===== src/rtl/div_issue_ctrl_pkg.sv =====
// Shared definitions for the divider issue controller: op codes, state encoding, defaults.
package div_issue_ctrl_pkg;

    localparam logic [3:0] DIV_W  = 4'b0001;
    localparam logic [3:0] DIV_WU = 4'b0010;
    localparam logic [3:0] MOD_W  = 4'b0100;
    localparam logic [3:0] MOD_WU = 4'b1000;

    localparam int QUIET_CYCLES_DEF = 40;

    typedef enum logic [4:0] {
        ST_QUIET = 5'b00001,
        ST_IDLE  = 5'b00010,
        ST_BUSY  = 5'b00100,
        ST_DRAIN = 5'b01000,
        ST_HOLD  = 5'b10000
    } state_e;

    function automatic logic is_valid_op(input logic [3:0] op);
        return (op == DIV_W) || (op == DIV_WU) || (op == MOD_W) || (op == MOD_WU);
    endfunction

endpackage


===== src/rtl/div_issue_ctrl.sv =====
// Issue/hold controller in front of the divider: latches one request, holds the op until
// completion, then presents the result downstream. Request-to-op latency 1, done-to-valid 1.
module div_issue_ctrl
    import div_issue_ctrl_pkg::*;
#(
    parameter int TAG_W        = 5,
    parameter int QUIET_CYCLES = QUIET_CYCLES_DEF
) (
    input  logic             clk,
    input  logic             reset,
    input  logic             in_valid,
    output logic             in_ready,
    input  logic [3:0]       in_op,
    input  logic [31:0]      in_src1,
    input  logic [31:0]      in_src2,
    input  logic [TAG_W-1:0] in_tag,
    input  logic             flush,
    output logic [31:0]      div_src1,
    output logic [31:0]      div_src2,
    output logic [3:0]       div_op,
    input  logic [31:0]      div_res,
    input  logic             div_done,
    output logic             res_valid,
    input  logic             res_ready,
    output logic [31:0]      res_data,
    output logic [TAG_W-1:0] res_tag,
    output logic             busy
);

    localparam logic [5:0] QUIET_INIT = 6'(QUIET_CYCLES - 1);

    state_e           state_q, state_d;
    logic [5:0]       cnt_q, cnt_d;
    logic [3:0]       op_q, op_d;
    logic [31:0]      src1_q, src1_d;
    logic [31:0]      src2_q, src2_d;
    logic [TAG_W-1:0] tag_q, tag_d;
    logic             rvld_q, rvld_d;
    logic [31:0]      rdat_q, rdat_d;
    logic [TAG_W-1:0] rtag_q, rtag_d;
    logic             accept;

    assign in_ready = (state_q == ST_IDLE) && !flush;
    assign accept   = in_ready && in_valid && is_valid_op(in_op);

    always_comb begin
        state_d = state_q;
        cnt_d   = cnt_q;
        op_d    = op_q;
        src1_d  = src1_q;
        src2_d  = src2_q;
        tag_d   = tag_q;
        rvld_d  = rvld_q;
        rdat_d  = rdat_q;
        rtag_d  = rtag_q;
        case (state_q)
            // Stale completions from the divider are drained here, so div_done is ignored.
            ST_QUIET: begin
                if (cnt_q == 6'd0) state_d = ST_IDLE;
                else               cnt_d   = cnt_q - 6'd1;
            end
            ST_IDLE: begin
                if (accept) begin
                    src1_d  = in_src1;
                    src2_d  = in_src2;
                    op_d    = in_op;
                    tag_d   = in_tag;
                    state_d = ST_BUSY;
                end
            end
            ST_BUSY: begin
                if (div_done) begin
                    op_d = 4'b0000;
                    if (flush) begin
                        state_d = ST_IDLE;
                    end else begin
                        rdat_d  = div_res;
                        rtag_d  = tag_q;
                        rvld_d  = 1'b1;
                        state_d = ST_HOLD;
                    end
                end else if (flush) begin
                    // The divider cannot abort; keep op asserted and swallow its completion.
                    state_d = ST_DRAIN;
                end
            end
            ST_DRAIN: begin
                if (div_done) begin
                    op_d    = 4'b0000;
                    state_d = ST_IDLE;
                end
            end
            ST_HOLD: begin
                if (flush || res_ready) begin
                    rvld_d  = 1'b0;
                    state_d = ST_IDLE;
                end
            end
            default: begin
                state_d = ST_QUIET;
                cnt_d   = QUIET_INIT;
                op_d    = 4'b0000;
                rvld_d  = 1'b0;
            end
        endcase
    end

    always_ff @(posedge clk) begin
        if (reset) begin
            state_q <= ST_QUIET;
            cnt_q   <= QUIET_INIT;
            op_q    <= 4'b0000;
            src1_q  <= 32'd0;
            src2_q  <= 32'd0;
            tag_q   <= '0;
            rvld_q  <= 1'b0;
            rdat_q  <= 32'd0;
            rtag_q  <= '0;
        end else begin
            state_q <= state_d;
            cnt_q   <= cnt_d;
            op_q    <= op_d;
            src1_q  <= src1_d;
            src2_q  <= src2_d;
            tag_q   <= tag_d;
            rvld_q  <= rvld_d;
            rdat_q  <= rdat_d;
            rtag_q  <= rtag_d;
        end
    end

    assign div_op    = op_q;
    assign div_src1  = src1_q;
    assign div_src2  = src2_q;
    assign res_valid = rvld_q;
    assign res_data  = rdat_q;
    assign res_tag   = rtag_q;
    assign busy      = (state_q != ST_IDLE);

endmodule

===== config.mk =====
export PLATFORM = sky130hd
export DESIGN_NAME = div_issue_ctrl
export DESIGN_NICKNAME = d
export VERILOG_FILES = /design/src/rtl/div_issue_ctrl_pkg.sv /design/src/rtl/div_issue_ctrl.sv
export SDC_FILE = /design/constraint.sdc
export NUM_CORES = 1
export LEC_CHECK = 0
export BUFFER_PORTS_ARGS = -buffer_cell sky130_fd_sc_hd__buf_4
export CAP_MARGIN = 15
export CORE_MARGIN = 3
export CORE_UTILIZATION = 47
export DETAILED_ROUTE_END_ITERATION = 16
export PLACE_DENSITY = 0.91
export SLEW_MARGIN = 25
export SYNTH_ARGS = -nofsm -noshare
export SYNTH_HDL_FRONTEND = slang
export SYNTH_SLANG_ARGS = --single-unit

===== constraint.sdc =====
create_clock -name clk -period 2.25 [get_ports clk]
set_input_delay 0.225 -clock clk [delete_from_list [all_inputs] [get_ports clk]]
set_output_delay 0.225 -clock clk [all_outputs]
set_load 0.03 [all_outputs]

==> reports/qor.yml <==
hold_class: "in -> reg"
synth_xor_area_share_pct: 0.550
regArea_mm2: 0.00244
syn_area_mm2: 0.00478
portBuffers: 218
yosysWarningCount: 0
grt_pass1_vias: 5410
max_cap_violations: 0
drv_slew: 0
insertion_delay_ns: 0.52
synth_fp_nets: 624
p_leak_nw: 3.38
cts_tree: "yes"
reg2reg_slack_ns: 0.09
wirelength_mm: 17.2
worstMarginPinSlew_ns: 0.491
cts_root_buf: "clkbuf_8"
drive_gt1_share_pct: 32.2
layout_min_cycle_time_ns: 2.16
core.rowCount: 36
final.setup.tns_ns: 0
syn_to_final_growth_pct: 70.8
place_hpwl_mm: 9.87
grt_first_pass_wirelength_mm: 27.3
post_cts_buffers: 0
p_per_area_mw_per_mm2: 665
drc: 0
start_kind: "flip-flop"
fin_util_pct: 83.1
num_io_pins: 219
vias: 5038
async_reset_ff_share_pct: 0
synth_flop_cell: "dfxtp_1"
multiInputGateArea_mm2: 0.00212
start_util_pct: 48.7
critical_path_class: "reg -> reg"
antenna_found_initial: 0
clock.fmax_mhz: 463
cts_buffer_depth: 2
hold_viol_final: 0
maxSlewHeadroom_pct: 67.3
cts.htree.levels: 4
crit_path_top_delay_cell: "dfxtp_1"
finClkSkew_ns: 0.00553
vias_per_cell: 5.17
final_cell_mix: "buf_4, dfxtp_1, dlygate4sd3_1"
drt-wirelength-per-cell_um: 17.7
grt_overflow_total: 0
ys_seq_elements: 122
r2r-start: "state_q[4]$_SDFFE_PP0P_"
rsz0062_at_grt: "no"
cts_buffers: 17
worstPathCellList: "nor4_4 -> nand2_2 -> a211oi_4 -> buf_12 -> buf_12 -> mux2i_1 -> nor2_1"
n_antenna_cell: 0
crit_start: "state_q[4]$_SDFFE_PP0P_"
layout.nets: 940
clk_pin_slew_ns: 0.06
yosysUniqueCellTypes: 55
outcome: "finished clean"
ant_nets: 0
dp.cells: 841
coreArea_mm2: 0.00982
synth_fa_ha_area_share_pct: 0.262
synth-simple-area-share_pct: 19.0
syn_inst: 512
worstPathRequired_ns: 2.64
track_usage_pct: 30.6
crit_fanout: 24
end_kind: "flip-flop"
crit_buf_inv: 2
synth_edf_count: 0
die_w_um: 107
firstDrtPassIters: 5
cp_slowest_stage_delay_ns: 0.39
fillers: 508
layout_setup_ws_ns: 0.0922
ir_drop_uv: 574
syn_avg_cell_area_um2: 9.33
drtIter0Drc: 360
grt_max_degree: 75
fin_cells: 974
fp.dieH_um: 107
place_ws_ns: 0.112
finalCritPeriodShare_pct: 95.9
layout_commonest_cell: "buf_4"
cts.sinks: 122
dieArea_mm2: 0.0114
place_congestion: 0.894
muxShareOfSynthArea_pct: 14.7
setup_violations: 0
synth-compound-area-share_pct: 9.69
hp-start: "in_op[1]"
synth_top_family_by_area: "simple AND/OR/NAND/NOR gates"
crit_top_cell: "buf_12"
crit_family: "simple AND/OR/NAND/NOR gates"
arrival_ns: 2.54
synth_seq_area_share_pct: 51.1
==> sequential cells by signal (all words and copies together), names as in the netlist <==
signal     flops
div_src1      32
div_src2      32
res_data      32
res_valid      1
state_q        5
tag_q          5
cnt_q          6
div_op         4
res_tag        5
==> cells by family after synthesis <==
family,Yosys count
buffers and inverters,41
flip-flops,122
adder cells (fa/ha/maj),1
AO/OA/AOI/OAI,77
XOR/XNOR,3
multiplexers,70
AND/OR/NAND/NOR,198
==> where the power goes <==
part	internal, mW	switching, mW	total, mW
logic	0.301	0.187	0.488
registers	2.18	0.0190	2.20
clock network	1.78	0.966	2.74
total	4.26	1.17	5.43
==> per-layer routing <==
| metal | track usage (%) | share of wire, % |
|---|---|---|
| met1 | 32.7 | 36 |
| met2 | 55.8 | 53 |
| met3 | 7.83 | 7.0 |
| met4 | 14.5 | 3.6 |
| met5 | 0 | 0 |
==> area by class of cell <==
cell class / count / share of cell area [%]
Inverter: 7 / 0.322
Clock inverter: 10 / 1.73
Clock buffer: 22 / 5.67
Sequential cell: 122 / 29.9
Multi-Input combinational cell: 349 / 26.0
Timing Repair Buffer: 331 / 34.3
Tap cell: 133 / 2.04
==> timing repair <==
item	4_1_cts	5_1_grt
resized for setup	0	0
hold endpoints to repair	101	0
hold buffers	101	0
==> cells in the mapped netlist (4+ instances only) <==
cell type	n	share of area, %
nand4_1	4	0.52
mux2i_1	69	14
o21ai_0	8	0.84
a21oi_1	46	4.8
inv_1	7	0.55
nor3_1	4	0.42
nor2_1	75	5.9
buf_2	7	0.73
buf_4	7	1.1
nand2_1	79	6.2
or3_1	4	0.52
clkbuf_1	16	1.3
nand2b_1	5	0.65
dfxtp_1	122	51
==> worst min-delay path, delay by kind of cell <==
family	cells	cell delay, ns
AND/OR/NAND/NOR	1	0.08
AO/OA/AOI/OAI	1	0.06
buffers and inverters	1	0.13
==> stage by stage <==
stage	hold WS, ns	instance area, um2	power [mW]
CTS	0.00660	8160	5.43
global placement	0.439	6550	2.55
global route	0.0243	8160	5.59
floorplan	0.361	4780	2.37
finish	0.0254	8160	5.43
detailed placement	0.451	6550	2.57
==> path summary, 6_finish.rpt <==
| kind | cells after the start | end |
|---|---|---|
| hold reg to reg | 2 | res_tag[2]$_SDFFE_PP0P_ |
| setup reg to reg | 7 | div_src1[20]$_SDFFE_PP0P_ |
| hold / removal | 3 | div_op[1]$_SDFFE_PP0P_ |
| setup / recovery | 7 | div_src1[20]$_SDFFE_PP0P_ |
Note: power is estimated with default switching activity, not from simulation.
